$ cat config.mk
export PLATFORM = sky130hd
export DESIGN_NAME = tiny_nn_host_driver
export DESIGN_NICKNAME = d
export VERILOG_FILES = /design/src/rtl/tiny_nn_pkg.sv /design/src/rtl/tiny_nn_host_driver.sv
export SDC_FILE = /design/constraint.sdc
export NUM_CORES = 1
export LEC_CHECK = 0
export ABC_AREA = 1
export CAP_MARGIN = 20
export CORE_MARGIN = 1
export CORE_UTILIZATION = 40
export CTS_BUF_LIST = sky130_fd_sc_hd__clkbuf_16
export DETAILED_ROUTE_END_ITERATION = 16
export PLACE_DENSITY = 0.64
export SYNTH_ARGS = -nofsm -noshare
export SYNTH_HDL_FRONTEND = slang
export SYNTH_SLANG_ARGS = --single-unit
export TNS_END_PERCENT = 50
$ cat constraint.sdc
create_clock -name clk_i -period 5 [get_ports clk_i]
set_clock_uncertainty 0.05 [all_clocks]
set_input_delay 0.5 -clock clk_i [delete_from_list [all_inputs] [get_ports clk_i]]
set_output_delay 0.5 -clock clk_i [all_outputs]
set_load 0.05 [all_outputs]
$ cat src/rtl/tiny_nn_pkg.sv
// rtl/tiny_nn_pkg.sv - shared command encodings and driver state for tiny_nn
package tiny_nn_pkg;

    localparam logic [3:0]  CmdOpConvolve = 4'h1;
    // Opcode 0 never decodes as a convolve, so the bus is inert while idle.
    localparam logic [15:0] CmdIdleWord   = 16'h0000;

    typedef enum logic [1:0] {
        ST_IDLE  = 2'd0,
        ST_CMD   = 2'd1,
        ST_PARAM = 2'd2,
        ST_EXEC  = 2'd3
    } drv_state_e;

endpackage

$ cat src/rtl/tiny_nn_host_driver.sv
// rtl/tiny_nn_host_driver.sv - serialises convolve requests onto the tiny_nn bus and reassembles results
module tiny_nn_host_driver
    import tiny_nn_pkg::*;
#(
    parameter int CountWidth = 12,
    parameter int ResultSkip = 2
) (
    input  logic                  clk_i,
    input  logic                  rst_ni,
    input  logic                  start_i,
    input  logic [CountWidth-1:0] count_i,
    input  logic                  in_valid_i,
    input  logic [15:0]           in_data_i,
    output logic                  in_ready_o,
    output logic [15:0]           tnn_data_o,
    input  logic [7:0]            tnn_data_i,
    output logic                  res_valid_o,
    output logic [15:0]           res_data_o,
    output logic                  busy_o,
    output logic                  done_o,
    output logic                  underrun_o
);

    localparam logic [CountWidth-1:0] SkipPairs = CountWidth'(ResultSkip);

    drv_state_e            state, state_next;
    logic [CountWidth-1:0] n_q;
    logic [CountWidth-1:0] pair_q;
    logic [2:0]            k_q;
    logic                  phase_q;
    logic [7:0]            low_q;
    logic                  final_cycle;
    logic [15:0]           slot_word;

    // A missing host word still occupies its bus slot; the accelerator cannot stall.
    assign slot_word = in_valid_i ? in_data_i : 16'h0000;
    assign busy_o    = (state != ST_IDLE);

    always_comb begin
        state_next  = state;
        in_ready_o  = 1'b0;
        final_cycle = 1'b0;
        case (state)
            ST_IDLE: begin
                if (start_i) state_next = ST_CMD;
            end
            ST_CMD: begin
                in_ready_o = 1'b1;
                state_next = ST_PARAM;
            end
            ST_PARAM: begin
                in_ready_o = 1'b1;
                if (k_q == 3'd7) state_next = ST_EXEC;
            end
            ST_EXEC: begin
                final_cycle = phase_q && (pair_q == n_q);
                in_ready_o  = !final_cycle;
                if (final_cycle) state_next = ST_IDLE;
            end
            default: state_next = ST_IDLE;
        endcase
    end

    always_ff @(posedge clk_i) begin
        if (!rst_ni) begin
            state       <= ST_IDLE;
            n_q         <= '0;
            pair_q      <= '0;
            k_q         <= 3'd0;
            phase_q     <= 1'b0;
            low_q       <= 8'h00;
            tnn_data_o  <= CmdIdleWord;
            res_data_o  <= 16'h0000;
            res_valid_o <= 1'b0;
            done_o      <= 1'b0;
            underrun_o  <= 1'b0;
        end else begin
            state       <= state_next;
            done_o      <= final_cycle;
            res_valid_o <= 1'b0;

            if (state == ST_IDLE && start_i) begin
                n_q        <= count_i;
                underrun_o <= 1'b0;
                tnn_data_o <= 16'({CmdOpConvolve, count_i});
            end else if (in_ready_o) begin
                tnn_data_o <= slot_word;
                if (!in_valid_i) underrun_o <= 1'b1;
            end else if (final_cycle) begin
                tnn_data_o <= CmdIdleWord;
            end

            if (state == ST_CMD) begin
                k_q <= 3'd0;
            end else if (state == ST_PARAM) begin
                k_q <= k_q + 3'd1;
            end

            if (state == ST_PARAM) begin
                phase_q <= 1'b0;
                pair_q  <= '0;
            end else if (state == ST_EXEC) begin
                phase_q <= ~phase_q;
                // Holding the counter on the final pair keeps N = max legal from wrapping.
                if (phase_q && !final_cycle) pair_q <= pair_q + 1'b1;
                if (!phase_q) begin
                    low_q <= tnn_data_i;
                end else if (pair_q >= SkipPairs) begin
                    res_data_o  <= {tnn_data_i, low_q};
                    res_valid_o <= 1'b1;
                end
            end
        end
    end

endmodule

==> out/summary.txt, run 1 <==
distinct cell type count after synthesis -> 34
die area -> 0.00947 sq mm
min cycle time layout -> 2890 ps
Buf/Inv on CP -> 3
Synth Area in Adders -> 0.0310
final setup violation count -> 0
Total GRT Usage -> 0.197
wire length per cell -> 12.7 um
hold buffers post-CTS -> 0
I/O pin total -> 77
Final nets -> 623
Post-synth top flop -> dfxtp_1
first-iteration detailed-routing DRC count -> 128
CTS H-tree depth -> 3
EDFF count, synth -> 0
Worst VDD drop -> 0.000335 V
Setup TNS Final -> 0 ps
via count -> 3332
cts bufs inserted -> 9
Finished Cell Area -> 0.00476 sq mm
Hold Fails Final Rpt -> 0
CTS max path bufs -> 2
mux contribution to synthesized area -> 0
sequential share of the synthesized area -> 0.402
Final Max Slew Viols -> 0
power share of the combinational group -> 0.333
port bufs -> 76
Clk Latency, worst-skew pair -> 330 ps
Worst Hold Class -> reg -> reg
DPL Wire Length -> 6320 um
main combinational cell family by area after synthesis -> simple AND/OR/NAND/NOR gates
Top Family by Delay on Critical Path -> buffers and inverters
Core ar. -> 0.00876 sq mm
GP Congestion -> 0.891
# Post-CTS Setup Buffers -> 0
Final period util -> 0.578
ys async rst share -> 0
DRT Wirelength -> 8700 um
crit-path cells -> inv_1, ha_1, inv_1, clkdlybuf4s50_1
syn avg cell area -> 7.18 sq um
startpoint types -> register
Data required, critical path -> 4450 ps
DRT Pass-1 Iters -> 6
placed inst area -> 0.00441 sq mm
Mapped Nets -> 555
post-route ant nets -> 0
initial antenna violation count -> 0
Fmax -> 0.346 GHz
max-cap violations -> 0
critical path peak fanout -> 20
compound-cell area share of the yosys netlist -> 0.134
Reg power frac -> 0.332
Synth Register Bits -> 73
post-synth top area cell -> dfxtp_1
Worst Tran Pin Value -> 749 ps
arrival time at the worst endpoint -> 2340 ps
critical path's most frequent cell -> inv_1
row count -> 34
CTS tree -> yes
Post-Synth XOR/XNOR Area -> 0.0241
Clk network pwr share -> 0.335
first-pass GRT wire length -> 15200 um
layout cell share with drive strength beyond 1 -> 0.112
CTS resizes -> 0
Post-route DRC -> 0
vias in the first global route -> 3290
pwr/cell area -> 432 mW/mm^2
via/cell ratio -> 4.85
Psw -> 765 uW
critical path class -> reg -> out
CP peak stage delay -> 750 ps
die height -> 97.3 um
RSZ-0062 raised after global routing -> no
status -> complete, no violations
Post-Synth Simple-Gate Area -> 0.306
Critical Path Slowest Stage Cell -> clkdlybuf4s50_1
Antenna diodes -> 0
initial core utilization -> 0.414
Synth Cell Area -> 0.00363 sq mm
Syn-to-layout area delta -> 31.0%
switching portion of total power -> 0.372
grt ovf -> 0
Post-Synthesis Cells -> 506
Die Span X -> 97.3 um
CP endpoint kind -> output port
Slew HR -> 0.500
area fraction of the dominant cell type after synthesis -> 0.402
Ys Warns -> 0
Area contributors post-synth -> dfxtp_1 40%, nand2_1 11%, nor2_1 8.0%
cell internal pwr -> 1290 uW
Sink Count -> 73
Root Driver -> clkbuf_16
largest net degree at the start of global routing -> 30
leakage -> 0.00190 uW
Clock transition at path regs -> 60 ps
## per-layer routing
layer	vias up	global-route usage	routed length (um)
met5	-	0	0
met2	81	0.308	3880
li1	1744	-	-
met3	12	0.0698	564
met4	0	0.0769	114
met1	1495	0.250	4140
## cells in the final DEF (no fill, tap or decap), types with 2 or more instances in the layout
cell	n
inv_2	10
clkinv_2	2
clkdlybuf4s50_1	76
clkbuf_16	9
nand3_1	28
nor4_1	5
o22ai_1	11
nor3_1	10
o21ai_1	8
nand2_4	3
nand2_1	105
xor2_1	10
nand4_1	2
o21ai_0	24
a21oi_1	15
nor2_1	77
nand3_2	10
dfxtp_1	73
a21oi_2	20
clkinv_4	2
bufinv_16	2
inv_1	57
ha_1	9
## cell families (layout without fill, tap and decap cells)
logic type | count (synthesis) | after routing
buffers and inverters | 88 | 161
DFF | 73 | 73
and+or+nand+nor | 247 | 247
xor gates and xnor gates | 10 | 10
adders and majority gates | 9 | 9
AOI/OAI and AO/OA | 79 | 79
## worst paths after layout
kind                     to  slack (ps)  depth (start not counted)      startpoint
max                  busy_o        2110                          4        state[0]
min          tnn_data_o[13]         410                          2  tnn_data_o[13]
max reg2reg          n_q[5]        2850                          5        state[0]
min reg2reg  tnn_data_o[13]         410                          2  tnn_data_o[13]
## per-stage QoR
| stage | hold WS [ps] | total power (uW) | worst slack [ps] | std cells | util |
|---|---|---|---|---|---|
| 2_1_floorplan | 390 | 1210 | 2790 | 506 | - |
| 3_3_place_gp | 394 | 1370 | 1850 | 670 | 0.503 |
| 3_5_place_dp | 402 | 1380 | 1780 | 670 | 0.503 |
| 4_1_cts | 413 | 2070 | 2090 | 686 | 0.540 |
| 5_1_grt | 438 | 2180 | 1860 | 687 | 0.543 |
| 6_report | 410 | 2050 | 2110 | 687 | 0.543 |
## registers in the layout, summed over array words and instances, names as in the netlist
register,count
res_data_o,16
state,2
underrun_o,1
res_valid_o,1
phase_q,1
done_o,1
n_q,12
pair_q,12
k_q,3
low_q,8
tnn_data_o,16
## power by group through the flow
stage | registers, uW | clock network [uW] | logic (uW)
global placement | 693 | 0 | 674
floorplan | 766 | 0 | 449
CTS | 682 | 700 | 686
global route | 690 | 724 | 762
detailed placement | 694 | 0 | 683
finish | 683 | 687 | 684
## worst reg2reg max path, cell delays in order, from the launching register on
cell and delay (ps):
dfxtp_1 340, inv_1 110, ha_1 650, nand2_1 160, nand2_1 550, o21ai_0 150
## Yosys cell counts, types with 2 or more instances
cell	instances
inv_2	10
nand4_1	2
buf_2	5
nand3_2	10
nand3_1	28
o22ai_1	11
inv_1	57
xor2_1	10
buf_4	4
nand2_1	105
nor4_1	5
o21ai_1	8
nand2_4	3
ha_1	9
clkbuf_1	7
a21oi_1	15
a21oi_2	20
o21ai_0	24
nor2_1	77
dfxtp_1	73
nor3_1	10
## final cells by class
type	count	area (sq um)
Tap cell	108	135
Fill cell	858	4000
Inverter	68	255
Clock buffer	9	225
Sequential cell	73	1460
Clock inverter	7	95.1
Timing Repair Buffer	77	788
Multi-Input combinational cell	345	1800
Power figures use the tool's default switching activity.
==> inputs of run 2 (changes only) <==
PLACE_DENSITY = 0.67   (was 0.64)
clock period = 2.6 ns   (was 5 ns; I/O delays follow)
==> out/summary.txt, run 2 (synthesis results as in run 1) <==
Psw -> 1520 uW (+98%)
DPL Wire Length -> 6690 um (+5.8%)
non-filler cells, final -> 691 (+0.58%)
initial core utilization -> 0.414 (unchanged)
# Post-CTS Setup Buffers -> 0 (unchanged)
cts bufs inserted -> 9 (unchanged)
Top Family by Delay on Critical Path -> buffers and inverters
Worst Hold Class -> reg -> reg
grt ovf -> 0 (unchanged)
Die Span X -> 97.3 um (unchanged)
RSZ-0062 raised after global routing -> no
Worst Tran Pin Value -> 651 ps (-98.6 ps)
layout cell share with drive strength beyond 1 -> 0.120 (+0.00781)
CTS resizes -> 0 (unchanged)
row count -> 34 (unchanged)
critical path class -> reg -> out
leakage -> 0.00189 uW (-0.37%)
Worst VDD drop -> 0.00118 V (+250%)
Regs by FF count -> res_data_o x16, tnn_data_o x16
Post-route DRC -> 0 (unchanged)
CTS tree -> yes
wire length per cell -> 12.8 um (+1.5%)
cell internal pwr -> 2320 uW (+80%)
Core ar. -> 0.00876 sq mm (unchanged)
critical path peak fanout -> 4 (-80%)
most common cell after layout, fill and taps aside -> nand2_1
CTS H-tree depth -> 3 (unchanged)
Fmax -> 0.448 GHz
Clk network pwr share -> 0.309 (-0.026)
Setup TNS Final -> 0 ps (unchanged)
Placed Instances -> 675 (+0.75%)
via count -> 3349 (+0.51%)
port bufs -> 76 (unchanged)
most frequent cells in the layout -> 105 x nand2_1, 77 x nor2_1, 75 x clkdlybuf4s50_1
switching portion of total power -> 0.395 (+0.0229)
hold buffers post-CTS -> 0 (unchanged)
fin util -> 0.540 (-0.00300)
post-route ant nets -> 0 (unchanged)
Reg power frac -> 0.341 (+0.009)
pwr/cell area -> 810 mW/mm^2 (+88%)
power share of the combinational group -> 0.350 (+0.017)
Critical Path Slowest Stage Cell -> clkdlybuf4s50_1
Sink Count -> 73 (unchanged)
Final period util -> 0.858
Root Driver -> clkbuf_16
arrival time at the worst endpoint -> 1920 ps (-420 ps)
initial antenna violation count -> 0 (unchanged)
critical path's most frequent cell -> inv_1
DRT Wirelength -> 8870 um (+2.1%)
# fillers -> 866 (+0.93%)
die height -> 97.3 um (unchanged)
I/O pin total -> 77 (unchanged)
startpoint types -> register
Clk Latency, worst-skew pair -> 330 ps (about the same)
crit-path cells -> inv_1, ha_1, inv_1, clkdlybuf4s50_1
Clock transition at path regs -> 60 ps (about the same)
Data required, critical path -> 2290 ps (-2160 ps)
min cycle time layout -> 2230 ps
Buf/Inv on CP -> 3 (unchanged)
vias in the first global route -> 3325 (+1.1%)
CTS max path bufs -> 2 (unchanged)
Syn-to-layout area delta -> 30.3%
status -> complete, no violations
max-cap violations -> 0 (unchanged)
Final Max Slew Viols -> 0 (unchanged)
via/cell ratio -> 4.85 (about the same)
CP peak stage delay -> 800 ps (+50 ps)
first-iteration detailed-routing DRC count -> 107 (-16%)
die area -> 0.00947 sq mm (unchanged)
final setup violation count -> 0 (unchanged)
Hold Fails Final Rpt -> 0 (unchanged)
DRT Pass-1 Iters -> 4 (-2)
Slew HR -> 0.565 (+0.0647)
first-pass GRT wire length -> 15300 um (+0.54%)
CP endpoint kind -> output port
Antenna diodes -> 0 (unchanged)
Total GRT Usage -> 0.198 (+0.000796)
Final nets -> 627 (+0.64%)
largest net degree at the start of global routing -> 27 (-10%)
GP Congestion -> 0.819 (-8.1%)
-- run 2: changes by cell type in the layout (fill, tap and decap cells not counted), sizes merged --
cell           delta
buf               +5
inv               +3
bufinv            -2
clkinv            -2
clkdlybuf4s50     -1
clkinvlp          +1
-- run 2: power by group through the flow --
stage	Sequential (uW)	Combinational (uW)	Clock, uW
2_1_floorplan	1470	863	0
6_report	1310	1340	1180
5_1_grt	1330	1480	1250
3_3_place_gp	1330	1340	0
3_5_place_dp	1330	1340	0
4_1_cts	1310	1350	1210
-- run 2: final cells by class --
type	instances	area, sq um	area share
inverter	68	255	0.0539
clock buffer	9	225	0.0476
timing repair buffer	81	796	0.168
sequential	73	1460	0.309
clock inverter	7	61.3	0.0130
tap	108	135	0.0285
multi-input combinational	345	1800	0.380
-- run 2: routing by layer --
layer  vias up  share of wire  track usage
met4         0          0.017       0.0690
li1       1747              -            -
met5         -              0            0
met1      1513           0.47        0.247
met3        12          0.059       0.0576
met2        77           0.45        0.327
-- run 2: path summary, 6_finish.rpt --
path	start	to	slack (ps)	cells past startpoint
max	state[0]	busy_o	370	4
min	underrun_o	underrun_o	410	2
max reg2reg	state[0]	res_data_o[0]	620	7
min reg2reg	underrun_o	underrun_o	410	2
-- run 2: metrics by stage --
step                area (sq um)  setup WS (ps)  power [uW]  hold WS [ps]
detailed placement          4450            641        2680           396
global placement            4450            704        2660           394
finish                      4730            368        3840           406
CTS                         4730            362        3870           404
floorplan                   3630            630        2340           345
global route                4730            292        4060           422
-- run 2: worst register-to-register path: stages, from the launching register on --
cell and delay, ps:
dfxtp_1 380, inv_1 110, ha_1 300, nor3_1 330, nand2_2 260, inv_2 300, nor2_1 80, nor2_1 110
==> inputs of run 3 (changes only) <==
SETUP_SLACK_MARGIN = 0.4   (was not set)
==> out/summary.txt, run 3 (synthesis results as in run 1) <==
row count -> 34 (unchanged)
most frequent cells in the layout -> 105 x nand2_1, 77 x nor2_1, 74 x clkdlybuf4s50_1
critical path peak fanout -> 5 (+1)
flop2flop setup slack -> 620 ps (about the same)
CTS H-tree depth -> 3 (unchanged)
Worst VDD drop -> 0.00114 V (-3.0%)
Root Driver -> clkbuf_16
Critical R2R Capture -> res_data_o[0]
Data required, critical path -> 2290 ps (about the same)
die height -> 97.3 um (unchanged)
Sink Count -> 73 (unchanged)
CTS max path bufs -> 2 (unchanged)
DPL Wire Length -> 6690 um (unchanged)
max-cap violations -> 0 (unchanged)
HP Start -> underrun_o
CP endpoint kind -> output port
CP peak stage delay -> 460 ps (-340 ps)
GP Congestion -> 0.819 (unchanged)
non-filler cells, final -> 691 (unchanged)
Worst Setup SP -> pair_q[10]
Total GRT Usage -> 0.198 (unchanged)
Finished Cell Area -> 0.00474 sq mm (+0.13%)
Hold Fails Final Rpt -> 0 (unchanged)
grt ovf -> 0 (unchanged)
Top Family by Delay on Critical Path -> simple AND/OR/NAND/NOR gates
leakage -> 0.00189 uW (+0.30%)
DRT Wirelength -> 8870 um (about the same)
final setup violation count -> 0 (unchanged)
Critical Path Slowest Stage Cell -> dfxtp_1
I/O pin total -> 77 (unchanged)
Buf/Inv on CP -> 2 (-1)
Final period util -> 0.795 (-0.0631)
port bufs -> 76 (unchanged)
initial core utilization -> 0.414 (unchanged)
Worst Hold End -> underrun_o
Fmax -> 0.484 GHz (+7.9%)
Clk Latency, worst-skew pair -> 330 ps (about the same)
critical path class -> reg -> out
via count -> 3367 (+0.54%)
startpoint types -> register
Hold Crit Depth -> 2 (unchanged)
post-route ant nets -> 0 (unchanged)
# Post-CTS Setup Buffers -> 0 (unchanged)
first-pass GRT wire length -> 15300 um (unchanged)
cts bufs inserted -> 9 (unchanged)
arrival time at the worst endpoint -> 1760 ps (-160 ps)
Setup TNS Final -> 0 ps (unchanged)
Syn-to-layout area delta -> 30.5%
RSZ-0062 raised after global routing -> no
status -> complete, no violations
Placed Instances -> 675 (unchanged)
critical path's most frequent cell -> nand2_1
most common cell after layout, fill and taps aside -> nand2_1
wire length per cell -> 12.8 um (about the same)
Post-route DRC -> 0 (unchanged)
CTS tree -> yes
worst r2r path cells -> 7 (unchanged)
Clock transition at path regs -> 60 ps (about the same)
Antenna diodes -> 0 (unchanged)
Final nets -> 627 (unchanged)
Regs by FF count -> res_data_o x16, tnn_data_o x16
Core ar. -> 0.00876 sq mm (unchanged)
WL met2 -> 4020 um (+0.17%)
min cycle time layout -> 2070 ps (-164 ps)
Final Max Slew Viols -> 0 (unchanged)
Worst Tran Pin Value -> 651 ps (+0.0573 ps)
first-iteration detailed-routing DRC count -> 109 (+1.9%)
placed inst area -> 0.00445 sq mm (unchanged)
Slew HR -> 0.565 (about the same)
met1 wire length -> 4150 um (-0.84%)
via/cell ratio -> 4.87 (+0.54%)
RR Startpoint -> state[0]
pwr/cell area -> 807 mW/mm^2 (-0.37%)
Die Span X -> 97.3 um (unchanged)
largest net degree at the start of global routing -> 27 (unchanged)
layout cell share with drive strength beyond 1 -> 0.130 (+0.0103)
crit-path cells -> inv_2, nand2_1, nand2_1, nor2_1, nand2_1, nor2_4, nand2_4, nand2_4, a21oi_1, buf_4
Worst Hold Class -> reg -> reg
initial antenna violation count -> 0 (unchanged)
die area -> 0.00947 sq mm (unchanged)
met3 WL -> 553 um (+5.1%)
vias in the first global route -> 3325 (unchanged)
Top Metal Used -> met4
DRT Pass-1 Iters -> 4 (unchanged)
-- run 3: cell types whose count changed in the layout (fill, tap and decap cells not counted) --
cell / change
dfxtp_2: +6
dfxtp_1: -6
clkdlybuf4s50_1: -1
dlygate4sd2_1: +1
-- run 3: repair_timing --
item,in CTS,in global routing
setup endpoints to repair,1,1
hold buffers,0,0
resized for setup,1,6
-- run 3: stage by stage --
step	setup WS (ps)	hold WS, ps	util	total power [uW]
after global placement	704	394	0.507	2660
after detailed placement	641	396	0.507	2680
after global routing	403	422	0.541	4060
final	532	406	0.541	3830
after floorplan	630	345	-	2340
after CTS	489	404	0.540	3860
-- run 3: cell type report --
type	instances	area (sq um)
Clock inverter	7	61.3
Tap cell	108	135
Timing Repair Buffer	81	795
Multi-Input combinational cell	345	1800
Clock buffer	9	225
Fill cell	868	4020
Sequential cell	73	1470
Inverter	68	255
-- run 3: worst max path at each step --
stage	slack (ps)	endpoint	cells after the start
6_report	530	in_ready_o	10
3_3_place_gp	700	res_data_o[10]	7
2_1_floorplan	630	in_ready_o	10
4_1_cts	490	in_ready_o	10
3_5_place_dp	640	res_data_o[13]	7
5_1_grt	400	res_data_o[0]	8
-- run 3: power breakdown --
group          total (uW)  switching [uW]  internal [uW]
Clock                1180             521            662
Combinational        1330             922            411
Sequential           1310            70.7           1240
Total                3830            1510           2310
-- run 3: per-layer routing --
metal  up-vias  global-route usage
met5         -                   0
met1      1518               0.247
met4         0              0.0690
li1       1750                   -
met2        87               0.327
met3        12              0.0576
-- run 3: worst min-delay path: cells and delay by family (launching register included) --
family	cells	cell delay, ps
buffers and inverters	1	40
flip-flops	1	310
AO/OA/AOI/OAI	1	60
